$ cat src/rtl/frame_reception.sv
// Receive side of the 8-bit framed link: locks onto preamble/SFD, deserialises
// dest/src/type/data, checks the CRC-32 residue and filters on destination address.
module frame_reception #(
    parameter logic [47:0] MAC_ADDR = 48'h123456789ABC,
    parameter bit          PROMISC  = 1'b0
) (
    input  logic        clk,
    input  logic        rst_n,
    input  logic        rx_dv,
    input  logic [7:0]  rx_in,
    output logic [47:0] dest_out,
    output logic [47:0] src_out,
    output logic [15:0] type_out,
    output logic [31:0] data_out,
    output logic        rx_busy,
    output logic        rx_done,
    output logic        rx_err
);
    localparam logic [31:0] CRC_POLY    = 32'hEDB88320;
    localparam logic [31:0] CRC_INIT    = 32'hFFFFFFFF;
    localparam logic [31:0] CRC_RESIDUE = 32'hDEBB20E3;
    localparam logic [7:0]  PRE_BYTE    = 8'h55;
    localparam logic [7:0]  SFD_BYTE    = 8'hD5;
    localparam logic [2:0]  PRE_MAX     = 3'd7;
    localparam logic [4:0]  LAST_HDR    = 5'd13;
    localparam logic [4:0]  LAST_PAY    = 5'd17;
    localparam logic [4:0]  LAST_FCS    = 5'd21;

    typedef enum logic [2:0] {IDLE, PREAMBLE, HEADER, PAYLOAD, FCS, DROP} state_t;

    state_t      state, state_d;
    logic [2:0]  pre_cnt;
    logic [4:0]  byte_cnt;
    logic [31:0] crc, crc_step;
    logic [47:0] dest_sh, src_sh;
    logic [15:0] type_sh;
    logic [31:0] data_sh;
    logic        sfd_hit, body_byte, pre_inc, frame_end, trunc;
    logic        crc_ok, addr_ok, accept, reject;

    function automatic logic [31:0] crc_byte(input logic [31:0] c_in, input logic [7:0] b);
        logic [31:0] c;
        c = c_in ^ {24'h0, b};
        for (int i = 0; i < 8; i++)
            c = c[0] ? ((c >> 1) ^ CRC_POLY) : (c >> 1);
        return c;
    endfunction

    always_ff @(posedge clk or negedge rst_n) begin
        if (!rst_n) state <= IDLE;
        else        state <= state_d;
    end

    always_comb begin
        state_d   = state;
        sfd_hit   = 1'b0;
        body_byte = 1'b0;
        pre_inc   = 1'b0;
        frame_end = 1'b0;
        trunc     = 1'b0;
        case (state)
            IDLE: begin
                if (rx_dv) state_d = (rx_in == PRE_BYTE) ? PREAMBLE : DROP;
            end
            PREAMBLE: begin
                if (!rx_dv) begin
                    state_d = IDLE;
                end else if (rx_in == PRE_BYTE) begin
                    if (pre_cnt == PRE_MAX) state_d = DROP;
                    else                    pre_inc = 1'b1;
                end else if (rx_in == SFD_BYTE) begin
                    state_d = HEADER;
                    sfd_hit = 1'b1;
                end else begin
                    state_d = DROP;
                end
            end
            HEADER, PAYLOAD, FCS: begin
                if (!rx_dv) begin
                    trunc   = 1'b1;
                    state_d = IDLE;
                end else begin
                    body_byte = 1'b1;
                    if (state == HEADER && byte_cnt == LAST_HDR) state_d = PAYLOAD;
                    if (state == PAYLOAD && byte_cnt == LAST_PAY) state_d = FCS;
                    if (state == FCS && byte_cnt == LAST_FCS) begin
                        frame_end = 1'b1;
                        state_d   = DROP;
                    end
                end
            end
            DROP: begin
                if (!rx_dv) state_d = IDLE;
            end
            default: state_d = IDLE;
        endcase
    end

    // The residue test folds the received FCS into the running CRC, so the
    // last FCS byte must be included via the combinational step.
    assign crc_step = crc_byte(crc, rx_in);
    assign crc_ok   = (crc_step == CRC_RESIDUE);
    assign addr_ok  = PROMISC || (dest_sh == MAC_ADDR) || (dest_sh == 48'hFFFFFFFFFFFF);
    assign accept   = frame_end && crc_ok && addr_ok;
    assign reject   = (frame_end && !crc_ok) || trunc;

    always_ff @(posedge clk or negedge rst_n) begin
        if (!rst_n) begin
            pre_cnt  <= '0;
            byte_cnt <= '0;
            crc      <= CRC_INIT;
            dest_sh  <= '0;
            src_sh   <= '0;
            type_sh  <= '0;
            data_sh  <= '0;
            dest_out <= '0;
            src_out  <= '0;
            type_out <= '0;
            data_out <= '0;
            rx_busy  <= 1'b0;
            rx_done  <= 1'b0;
            rx_err   <= 1'b0;
        end else begin
            if (state != PREAMBLE) pre_cnt <= 3'd1;
            else if (pre_inc)      pre_cnt <= pre_cnt + 3'd1;

            if (sfd_hit) begin
                byte_cnt <= '0;
                crc      <= CRC_INIT;
            end else if (body_byte) begin
                byte_cnt <= byte_cnt + 5'd1;
                crc      <= crc_step;
                if (byte_cnt < 5'd6)       dest_sh <= {dest_sh[39:0], rx_in};
                else if (byte_cnt < 5'd12) src_sh  <= {src_sh[39:0], rx_in};
                else if (byte_cnt < 5'd14) type_sh <= {type_sh[7:0], rx_in};
                else if (byte_cnt < 5'd18) data_sh <= {data_sh[23:0], rx_in};
            end

            if (sfd_hit)                 rx_busy <= 1'b1;
            else if (frame_end || trunc) rx_busy <= 1'b0;

            rx_done <= accept;
            rx_err  <= reject;
            if (accept) begin
                dest_out <= dest_sh;
                src_out  <= src_sh;
                type_out <= type_sh;
                data_out <= data_sh;
            end
        end
    end
endmodule

$ cat config.mk
export PLATFORM = sky130hd
export DESIGN_NAME = frame_reception
export DESIGN_NICKNAME = d
export VERILOG_FILES = /design/src/rtl/frame_reception.sv
export SDC_FILE = /design/constraint.sdc
export NUM_CORES = 1
export LEC_CHECK = 0
export BUFFER_PORTS_ARGS = -buffer_cell sky130_fd_sc_hd__buf_4
export CAP_MARGIN = 20
export CELL_PAD_IN_SITES_DETAIL_PLACEMENT = 0
export CELL_PAD_IN_SITES_GLOBAL_PLACEMENT = 2
export CORE_MARGIN = 5
export CORE_UTILIZATION = 40
export CTS_CLUSTER_SIZE = 40
export DETAILED_ROUTE_END_ITERATION = 7
export PLACE_DENSITY = 0.87
export SLEW_MARGIN = 40
export SYNTH_ARGS = -nofsm -noshare
export SYNTH_HDL_FRONTEND = slang
export SYNTH_SLANG_ARGS = --single-unit
$ cat constraint.sdc
create_clock -name clk -period 9.2 [get_ports clk]
set_input_delay 0.92 -clock clk [delete_from_list [all_inputs] [get_ports clk]]
set_output_delay 0.92 -clock clk [all_outputs]
set_load 0.02 [all_outputs]
==> key figures, run 1 <==
Timing
  • Slew Viols, Final: 0
  • Part of the cycle the worst path needs: 48.6%
  • Slew @ Worst Pin: 0.788 ns
  • Max Fclk: 224 MHz
  • RSZ-0062 raised after global routing: false
  • Max Clock Skew: 0.0190 ns
  • Slew HR: 47.5%
  • Setup TNS: 0 ns
  • Crit path time final: 4.47 ns
  • Final setup viols: 0
  • Final count of hold timing violations: 0

Pwr
  • Tot Pwr: 5.20 mW
  • Worst VDD drop: 166 uV
  • Power Density: 304 nW/um^2
  • Leak: 8.50 nW

Synthesis
  • Post-Synth Simple-Gate Area: 6.51%
  • Mapped Cells: 981
  • Post-Syn Nets: 997
  • Ys async rst share: 100%
  • Post-synthesis cell type count: 57
  • Largest family of logic cells by synthesized area: multiplexers
  • Cell area after synthesis: 14100 sq um
  • Sequential share of the synthesized area: 59.5%
  • Number of synthesized flops with an enable pin: 0
  • Post-synthesis adder-cell area fraction: 0.443%
  • Compound-Gate Fraction of Synth Area: 2.47%
  • Top_reg_cell synth: dfrtp_1
  • Mean post-synth cell area: 14.4 sq um
  • Post-synthesis mux area share: 22.0%
  • Post-Synth XOR/XNOR Area: 7.16%
  • Flops & latches, synth: 334
  • Ys Warns: 0

Final layout
  • Antenna Cells: 0
  • FF/Latch Area: 8400 sq um
  • Layout area overhead: 21.1%
  • # fillers: 2990
  • Area of the multi-input gates: 5490 sq um
  • Final #Nets: 1151
  • Share of cells above drive strength 1: 45.4%
  • Post-route insts no fill: 1617

Critical path
  • Max incr delay on CP: 0.72 ns
  • Crit path cell chain: buf_4 -> xnor2_2 -> xnor3_1 -> xnor2_1 -> and3_1 -> o22ai_1 -> nor4_4 -> buf_6 -> buf_4 -> mux2_2
  • WP data required: 9.58 ns
  • Setup Crit Path Kind: in2reg
  • Crit-path slowest cell: buf_4
  • CP arrival: 4.85 ns
  • CP Max Fanout: 86
  • Crit-path most repeated cell: buf_4
  • Buf+Inv Stages, Crit Path: 3
  • Delay-heaviest family, CP: buffers and inverters
  • Startpoint Class: input port
  • Critical Path End Type: flop

Floorplanning
  • Die height: 198 um
  • Core area: 34700 sq um
  • Die area: 39100 sq um
  • Initial core utilization: 40.6%
  • Cell row count: 68
  • Ports: 158
  • Die width: 198 um

Global route
  • Initial antenna violation count: 0
  • Vias in the first global route: 8451
  • GRT overflow: 0
  • Overall routing resource usage: 15.2%
  • Global-route wire length before repair: 48.2 mm
  • Largest net degree at the start of global routing: 170

Clocking
  • Worst-path clk slew: 0.06 ns
  • CTS tree: done
  • H-tree depth: 2
  • Hold-fix buffer count after cts: 0
  • Clk buf depth: 3
  • Clk sinks: 334
  • Clk_lat worst skew: 0.52 ns
  • Post-CTS Setup Bufs: 0
  • Cts repair resizes: 0
  • Clock Tree Root: clkbuf_16
  • CTS buffer count: 36

Job
  • Number of max-cap violations: 0

Detailed routing
  • Final wirelength: 29.8 mm
  • Routed Antenna Nets: 0
  • Per-cell routed wire length: 18.4 um
  • Mean number of vias per cell: 5.07
  • Initial DRC count: 339
  • DR pass1 iterations: 4
  • DR DRC count: 0
  • Vias: 8201

Worst hold path
  • Min-delay worst type: in2async

Outcome
  • Run status: finished, final reports clean

Placement
  • RePlAce Congestion: 0.856
  • I/O Buffers: 157
  • Detailed placement HPWL: 20.2 mm
  • Total placed cells including tap cells: 1550
-- sequential cells by signal, indices dropped and copies added (netlist names), 5 cells and up --
name      flops
dest_out     48
dest_sh      48
src_out      48
src_sh       48
crc          32
data_out     32
data_sh      32
type_out     16
type_sh      16
byte_cnt      5
-- stage by stage --
step / instance area (sq um) / hold slack, ns / setup WS [ns] / utilization, %
after CTS: 17000 / 0.321 / 4.75 / 49.1
after floorplan: 14100 / 0.459 / 5.53 / -
final: 17100 / 0.304 / 4.73 / 49.2
after detailed placement: 15800 / 0.462 / 4.20 / 45.6
after global placement: 15700 / 0.455 / 4.04 / 45.3
after global routing: 17100 / 0.333 / 4.44 / 49.2
-- cell families after synthesis --
family,Yosys count
AO/OA/AOI/OAI,62
XOR/XNOR,82
adder cells (fa/ha/maj),5
buffers and inverters,60
flip-flops,334
multiplexers,277
AND/OR/NAND/NOR,161
-- final timing paths --
| check | slack (ns) | startpoint | depth (start not counted) | end |
|---|---|---|---|---|
| min in group clk | 0.47 | dest_out[26] | 1 | dest_out[26] |
| setup / recovery | 4.73 | rx_in[6] | 10 | src_out[33] |
| hold reg to reg | 0.47 | dest_out[26] | 1 | dest_out[26] |
| hold / removal | 0.30 | rst_n | 1 | rx_err |
| max in group asynchronous | 7.32 | rst_n | 4 | type_out[7] |
| setup reg to reg | 4.78 | crc[0] | 9 | src_out[33] |
-- layout by cell type, fill, tap and decap left out, drive strengths merged, types with 3 or more instances in the layout --
cell type / instances
nand2: 20
or3: 4
nor4b: 4
dfrtp: 302
nand2b: 5
xnor2: 49
o22ai: 4
or2: 23
o21ai: 25
and3: 3
nor2: 23
xnor3: 13
nor3b: 5
buf: 172
nand3: 8
mux2i: 8
nor3: 27
a21oi: 23
mux2: 269
inv: 4
clkbuf: 57
nor4: 10
clkinv: 5
nand4: 14
xor2: 18
dfstp: 32
ha: 5
-- cell usage after synthesis (2+ instances only) --
master | instances | area, sq um
and2_1 | 2 | 12.5
o21ai_0 | 24 | 120
buf_4 | 5 | 37.5
nor3b_1 | 5 | 37.5
xor2_1 | 15 | 131
nand2_1 | 20 | 75.1
xor2_2 | 2 | 32.5
dfstp_2 | 32 | 841
o22ai_1 | 4 | 25.0
inv_1 | 4 | 15.0
and3_1 | 3 | 18.8
nor3_1 | 27 | 135
buf_2 | 12 | 60.1
nor2_1 | 23 | 86.3
xnor2_2 | 4 | 65.1
nor2b_1 | 2 | 12.5
xnor3_1 | 13 | 293
nor4_1 | 9 | 56.3
nand4bb_1 | 2 | 22.5
nand2b_1 | 5 | 31.3
xnor2_1 | 44 | 385
ha_1 | 5 | 62.6
a21oi_1 | 23 | 115
xor3_1 | 2 | 47.6
or3_1 | 4 | 25.0
nand3b_1 | 2 | 15.0
nand4_1 | 14 | 87.6
buf_1 | 7 | 26.3
or2_2 | 22 | 138
nand3_1 | 8 | 40.0
nand4b_1 | 2 | 17.5
mux2_1 | 38 | 428
nor4b_1 | 4 | 35.0
dfrtp_1 | 302 | 7560
clkbuf_1 | 31 | 116
mux2i_1 | 8 | 80.1
mux2_2 | 231 | 2600
a2bb2oi_1 | 2 | 17.5
-- layer usage --
metal / track usage, % / part of all wire (%)
met1: 22.0 / 47
met2: 24.0 / 47
met4: 3.80 / 1.8
met3: 2.37 / 4.3
met5: 0 / 0
-- area by class of cell --
cell class              count  share of cell area (%)
well taps                 455                    3.33
clock buffers              57                    6.45
inverters                   4                  0.0879
multi-input cells         587                    32.1
repair buffers            172                    8.23
flip-flops and latches    334                    49.2
clock inverters             8                   0.608
-- power breakdown --
part	internal [mW]	switching (mW)
Combinational	0.858	0.821
Sequential	1.80	0.275
Clock	0.880	0.563
No activity file was read; power rests on OpenSTA's default activity.
==> run 2, diff against run 1 <==
Settings changed: ABC_AREA from default to 1, CORE_UTILIZATION 40 to 36, PLACE_DENSITY 0.87 to 0.9.
Clock period 9.2 ns to 4.15 ns, I/O delays scaled along.
==> run 2 against run 1 <==
- clock-buffer cell count up 3
- core utilization down 5.7 points
- first-iteration DRC count rose to 2.6 times the previous value
- largest power group unchanged
- highest routed layer unchanged
==> key figures, run 2 <==
Final layout
  • Most frequent cells in the layout: nand2_1, dfrtp_1, buf_4
  • Layout area overhead: 19.8%
  • Final instance area: 17700 sq um
  • Commonest non-fill, non-tap cell in the layout: nand2_1
  • Final #Nets: 1858
  • Post-route insts no fill: 2403
  • Antenna Cells: 0
  • Share of cells above drive strength 1: 18.3%
  • Core Util, Final: 43.5%

Clocking
  • Clk buf depth: 3
  • CTS tree: done
  • Clk_lat worst skew: 0.55 ns
  • Cts repair resizes: 0
  • CTS buffer count: 38
  • Post-CTS Setup Bufs: 0
  • Clock Tree Root: clkbuf_16
  • Clk sinks: 334
  • H-tree depth: 2
  • Worst-path clk slew: 0.06 ns

Critical path
  • Crit path cell chain: nand2_1 -> nand2_1 -> nand2_1 -> nand2_2 -> ha_1 -> nand3_1 -> nor2_1 -> nand3_1 -> nor2_1 -> nand3_1 -> nor2_4 -> nand3_4 -> buf_12 -> nand2_1 -> nand2_1
  • Setup Crit Path Kind: reg2reg
  • Crit-path most repeated cell: nand2_1
  • Startpoint Class: flop
  • Buf+Inv Stages, Crit Path: 1
  • Max incr delay on CP: 0.57 ns
  • CP Max Fanout: 62
  • Critical Path End Type: flop
  • CP arrival: 4.26 ns
  • Delay-heaviest family, CP: simple AND/OR/NAND/NOR gates
  • WP data required: 4.57 ns
  • Crit-path slowest cell: dfstp_2

Detailed routing
  • Routed Antenna Nets: 0
  • Initial DRC count: 877
  • Final wirelength: 41.9 mm
  • Per-cell routed wire length: 17.4 um
  • Vias: 12000
  • DR DRC count: 0
  • Mean number of vias per cell: 5.01
  • DR pass1 iterations: 6

Pwr
  • Tot Pwr: 11.7 mW
  • Leak: 9.41 nW
  • Worst VDD drop: 330 uV
  • Power Density: 658 nW/um^2

Global route
  • GRT overflow: 0
  • Vias in the first global route: 11700
  • Initial antenna violation count: 0
  • Largest net degree at the start of global routing: 124
  • Overall routing resource usage: 18.5%
  • Global-route wire length before repair: 66.6 mm

Synthesis
  • Mapped Cells: 1716
  • Yosys top cell area share: 51.1%
  • Main area contributors after synthesis: dfrtp_1, nand2_1, nand4_1
  • Cell area after synthesis: 14800 sq um
  • Flops & latches, synth: 334
  • Sequential share of the synthesized area: 56.8%
  • Top cells by count, synth: nand2_1, dfrtp_1, inv_1
  • Ys async rst share: 100%
  • Number of synthesized flops with an enable pin: 0
  • Dominant cell type by area after synthesis: dfrtp_1
  • Most frequent cell after synthesis: nand2_1
  • Post-synthesis cell type count: 29
  • Top_reg_cell synth: dfrtp_1
  • Ys Warns: 0
  • Mean post-synth cell area: 8.62 sq um
  • Post-Syn Nets: 1732

Floorplanning
  • Cell row count: 74
  • Die height: 213 um
  • Initial core utilization: 36.3%
  • Ports: 158
  • Die area: 45200 sq um
  • Die width: 213 um
  • Core area: 40700 sq um

Placement
  • Post-Place Worst Slack: 0.160 ns
  • Total placed cells including tap cells: 2332
  • RePlAce Congestion: 0.880
  • Detailed placement HPWL: 27.8 mm
  • Post-DP Area: 16500 sq um
  • I/O Buffers: 157

Worst hold path
  • Min-delay worst type: in2reg

Outcome
  • Run status: finished, final reports clean

Timing
  • RSZ-0062 raised after global routing: false
  • Slew @ Worst Pin: 0.709 ns
  • Crit path time final: 3.83 ns
  • Max Fclk: 261 MHz
  • Final count of hold timing violations: 0
  • Slew Viols, Final: 0
  • Final worst setup slack: 0.317 ns
  • Final setup viols: 0
  • Part of the cycle the worst path needs: 92.4%
  • Final Hold Slack: 0.144 ns
  • Setup TNS: 0 ns
  • Slew HR: 52.8%
  • Max Clock Skew: 0.0254 ns

Job
  • Number of max-cap violations: 0
run 2: changes by cell type after synthesis, sizes merged, moves of 47 or more:
cell   delta
nand4   +125
xnor2    -47
inv     +159
nand3    +52
nand2   +597
mux2    -229
nor2     +62
o21ai    +58
run 2: cell type report:
cell class | count | area, sq um
Fill cell | 4081 | 23000
Sequential cell | 334 | 8400
Multi-Input combinational cell | 1129 | 5410
Timing Repair Buffer | 176 | 1450
Clock buffer | 60 | 1130
Tap cell | 532 | 666
Inverter | 163 | 612
Clock inverter | 9 | 51.3
run 2: path summary, 6_finish.rpt:
| kind | from | endpoint | slack (ns) | cells past startpoint |
|---|---|---|---|---|
| max | crc[0] | data_out[31] | 0.32 | 15 |
| min | rx_in[6] | src_sh[6] | 0.14 | 3 |
| max reg2reg | crc[0] | data_out[31] | 0.32 | 15 |
| min reg2reg | dest_out[7] | dest_out[7] | 0.47 | 2 |
| max in group asynchronous | rst_n | dest_out[19] | 2.52 | 4 |
| min in group asynchronous | rst_n | dest_out[35] | 0.38 | 2 |
run 2: worst register-to-register path, stage by stage, from the launching register on:
cell,delay (ns)
dfstp_2,0.57
nand2_1,0.09
nand2_1,0.45
nand2_1,0.20
nand2_2,0.23
ha_1,0.18
nand3_1,0.08
nor2_1,0.16
nand3_1,0.13
nor2_1,0.17
nand3_1,0.13
nor2_4,0.17
nand3_4,0.49
buf_12,0.46
nand2_1,0.13
nand2_1,0.06
run 2: routing by layer:
metal / up-vias / part of all wire (%) / wire (um) / global-route usage, %
li1: 5847 / - / - / -
met1: 5855 / 47 / 19600 / 26.6
met2: 273 / 46 / 19100 / 28.9
met3: 71 / 4.9 / 2040 / 3.03
met4: 0 / 2.8 / 1160 / 5.78
met5: - / 0 / 0 / 0
run 2: kinds of logic (layout without fill, tap and decap cells):
| family | after synthesis | after routing | share of synthesized area (%) |
|---|---|---|---|
| AND/OR/NAND/NOR | 922 | 922 | 26.8 |
| adder cells (fa/ha/maj) | 5 | 5 | 0.423 |
| multiplexers | 40 | 40 | 3.05 |
| AO/OA/AOI/OAI | 157 | 157 | 5.62 |
| XOR/XNOR | 5 | 5 | 0.296 |
| buffers and inverters | 253 | 408 | 7.00 |
| flip-flops | 334 | 334 | 56.8 |
run 2: timing repair:
item	CTS	global route
hold buffers	1	0
setup endpoints to repair	0	0
endpoints found under the hold margin	72	0
run 2: power breakdown:
| group | total, mW | internal, mW | switching, mW |
|---|---|---|---|
| Clock | 3.21 | 1.88 | 1.33 |
| Sequential | 4.88 | 4.19 | 0.684 |
| Combinational | 3.58 | 1.12 | 2.46 |
==> run 3, diff against run 2 <==
Settings changed: CORE_UTILIZATION 36 to 32, PLACE_DENSITY 0.9 to 0.85.
Clock period 4.15 ns to 3.5 ns, I/O delays scaled along.
==> run 3 against run 2 <==
- fmax rose by 24%
- design area up 1.7%
- die area increased by 12%
- clock power increased by 24%
- flip-flop and latch count stayed put
- clock skew shrank 0.0067 ns
- hold slack got worse by 0.071 ns
- sequential share of layout area decreased by 0.79 points
- core utilization down 4.0 points
- largest cell class unchanged
- largest power group unchanged
==> key figures, run 3 (same netlist as run 2, synthesis figures left out) <==
Outcome
  • Run status: finished, final reports clean

Clocking
  • Clk sinks: 334
  • CTS tree: done
  • Clk buf depth: 3
  • Clk_lat worst skew: 0.55 ns
  • Worst-path clk slew: 0.06 ns
  • Post-CTS Setup Bufs: 0
  • H-tree depth: 2
  • CTS buffer count: 39
  • Clock Tree Root: clkbuf_16

Pwr
  • Clock power share: 28.3%
  • Leak: 9.52 nW
  • Worst VDD drop: 374 uV
  • Sw power: 5.32 mW
  • Reg power frac: 40.9%
  • Sw frac: 37.8%
  • Power Internal: 8.76 mW
  • Power Density: 782 nW/um^2
  • Comb power frac: 30.8%

Final layout
  • Commonest non-fill, non-tap cell in the layout: nand2_1
  • Antenna Cells: 0
  • Final instance area: 18000 sq um
  • Core Util, Final: 39.5%
  • Layout area overhead: 21.8%
  • Final #Nets: 1872
  • Share of cells above drive strength 1: 19.0%
  • Most frequent cells in the layout: nand2_1, dfrtp_1, buf_4
  • # fillers: 4651

Global route
  • Overall routing resource usage: 16.2%
  • Largest net degree at the start of global routing: 95
  • Initial antenna violation count: 2
  • Routing usage on met2: 26.3%
  • M1 GR Usage: 22.8%
  • Global-route wire length before repair: 66.8 mm
  • Vias in the first global route: 11900
  • Met3 Use GR: 2.96%
  • GRT overflow: 0
  • Busiest layer in global routing: met2

Floorplanning
  • Cell row count: 78
  • Die width: 225 um
  • Ports: 158
  • Core area: 45600 sq um
  • Die area: 50600 sq um
  • Initial core utilization: 32.4%
  • Die height: 225 um

Placement
  • Detailed placement HPWL: 28.2 mm
  • I/O Buffers: 157
  • RePlAce Congestion: 0.909
  • Post-DP Area: 16700 sq um

Detailed routing
  • DR pass1 iterations: 5
  • Final wirelength: 41.1 mm
  • Vias: 11900
  • Mean number of vias per cell: 4.80
  • Initial DRC count: 761
  • Per-cell routed wire length: 16.5 um
  • DR DRC count: 0
  • Routed Antenna Nets: 0

Timing
  • Max Fclk: 324 MHz
  • Final setup viols: 0
  • Final count of hold timing violations: 0
  • Slew @ Worst Pin: 0.847 ns
  • Slew HR: 43.3%
  • Slew Viols, Final: 0
  • Setup TNS: 0 ns
  • Max Clock Skew: 0.0187 ns
  • Final Hold Slack: 0.0725 ns
  • Crit path time final: 3.09 ns
  • Part of the cycle the worst path needs: 88.2%
  • RSZ-0062 raised after global routing: false

Critical path
  • Reg-to-Reg Start: crc[0]
  • Reg-to-Reg End: src_out[15]
  • WP data required: 3.93 ns
  • CP arrival: 3.52 ns
  • Setup Crit Path Kind: reg2reg
  • Critical Path End Type: flop
  • Startpoint Class: flop
  • CP Max Fanout: 62
  • R2r worst-path depth: 16
  • Reg-to-reg slack, setup: 0.41 ns

Worst hold path
  • Min-delay worst type: in2reg
  • Min-Delay Endpoint: src_sh[6]
  • Worst Hold Depth: 3
  • Worst hold start: rx_in[6]

Job
  • Number of max-cap violations: 0
-- run 3: changes by cell type in the layout (fill, tap and decap cells not counted), moves of 2 or more --
cell | previous run | this run
buf_4 | 165 | 173
clkbuf_1 | 13 | 8
clkinv_4 | 0 | 2
buf_12 | 8 | 12
-- run 3: power groups by stage --
stage | clock network (mW) | logic (mW) | registers (mW)
after floorplan | 0 | 3.08 | 5.54
after global placement | 0 | 4.29 | 5.81
after detailed placement | 0 | 4.33 | 5.83
after CTS | 4.10 | 4.35 | 5.77
after global routing | 4.25 | 4.97 | 5.91
final | 3.98 | 4.34 | 5.77
-- run 3: critical path: stages (launching register included) --
cell	delay (ns)
dfstp_2	0.56
inv_2	0.04
nand2_2	0.07
nand2_1	0.23
nand2_1	0.21
nand2_2	0.17
nand2_1	0.14
nand2_1	0.11
nand2_1	0.08
nand2_1	0.08
nor2_1	0.18
nand3_1	0.14
nor2_4	0.25
nand3_4	0.10
buf_4	0.32
nand2_1	0.15
nand2_1	0.06
-- run 3: through the flow --
stage,cells,setup WS (ns),power (mW)
final,2484,0.413,14.1
after global routing,2484,0.103,15.1
after CTS,2483,0.188,14.2
after detailed placement,2413,0.0367,10.2
after global placement,2413,0.0826,10.1
after floorplan,1716,1.10,8.62
-- run 3: worst max-delay path by stage --
stage	from	end	slack [ns]
final	crc[0]	src_out[15]	0.41
after floorplan	crc[1]	dest_out[0]	1.10
after global placement	rx_in[0]	src_out[30]	0.08
after global routing	crc[0]	data_out[21]	0.10
after detailed placement	rx_in[0]	src_out[39]	0.04
after CTS	crc[0]	src_out[39]	0.19
-- run 3: layout make-up --
class | instances | area, sq um | share of cell area [%]
multi-input combinational | 1129 | 5400 | 30.0
clock buffer | 55 | 1130 | 6.26
timing repair buffer | 189 | 1600 | 8.89
clock inverter | 14 | 129 | 0.715
tap | 600 | 751 | 4.17
inverter | 163 | 612 | 3.40
sequential | 334 | 8400 | 46.6
-- run 3: metal layers --
metal	vias to the layer above	share of wire, %
li1	5862	-
met1	5764	47
met3	61	4.7
met5	-	0
met4	0	1.8
met2	236	47
-- run 3: repair_timing --
action / CTS / global route
setup endpoints to repair: 0 / 4
hold buffers: 1 / 0
resized for setup: 0 / 1
endpoints found under the hold margin: 81 / 0
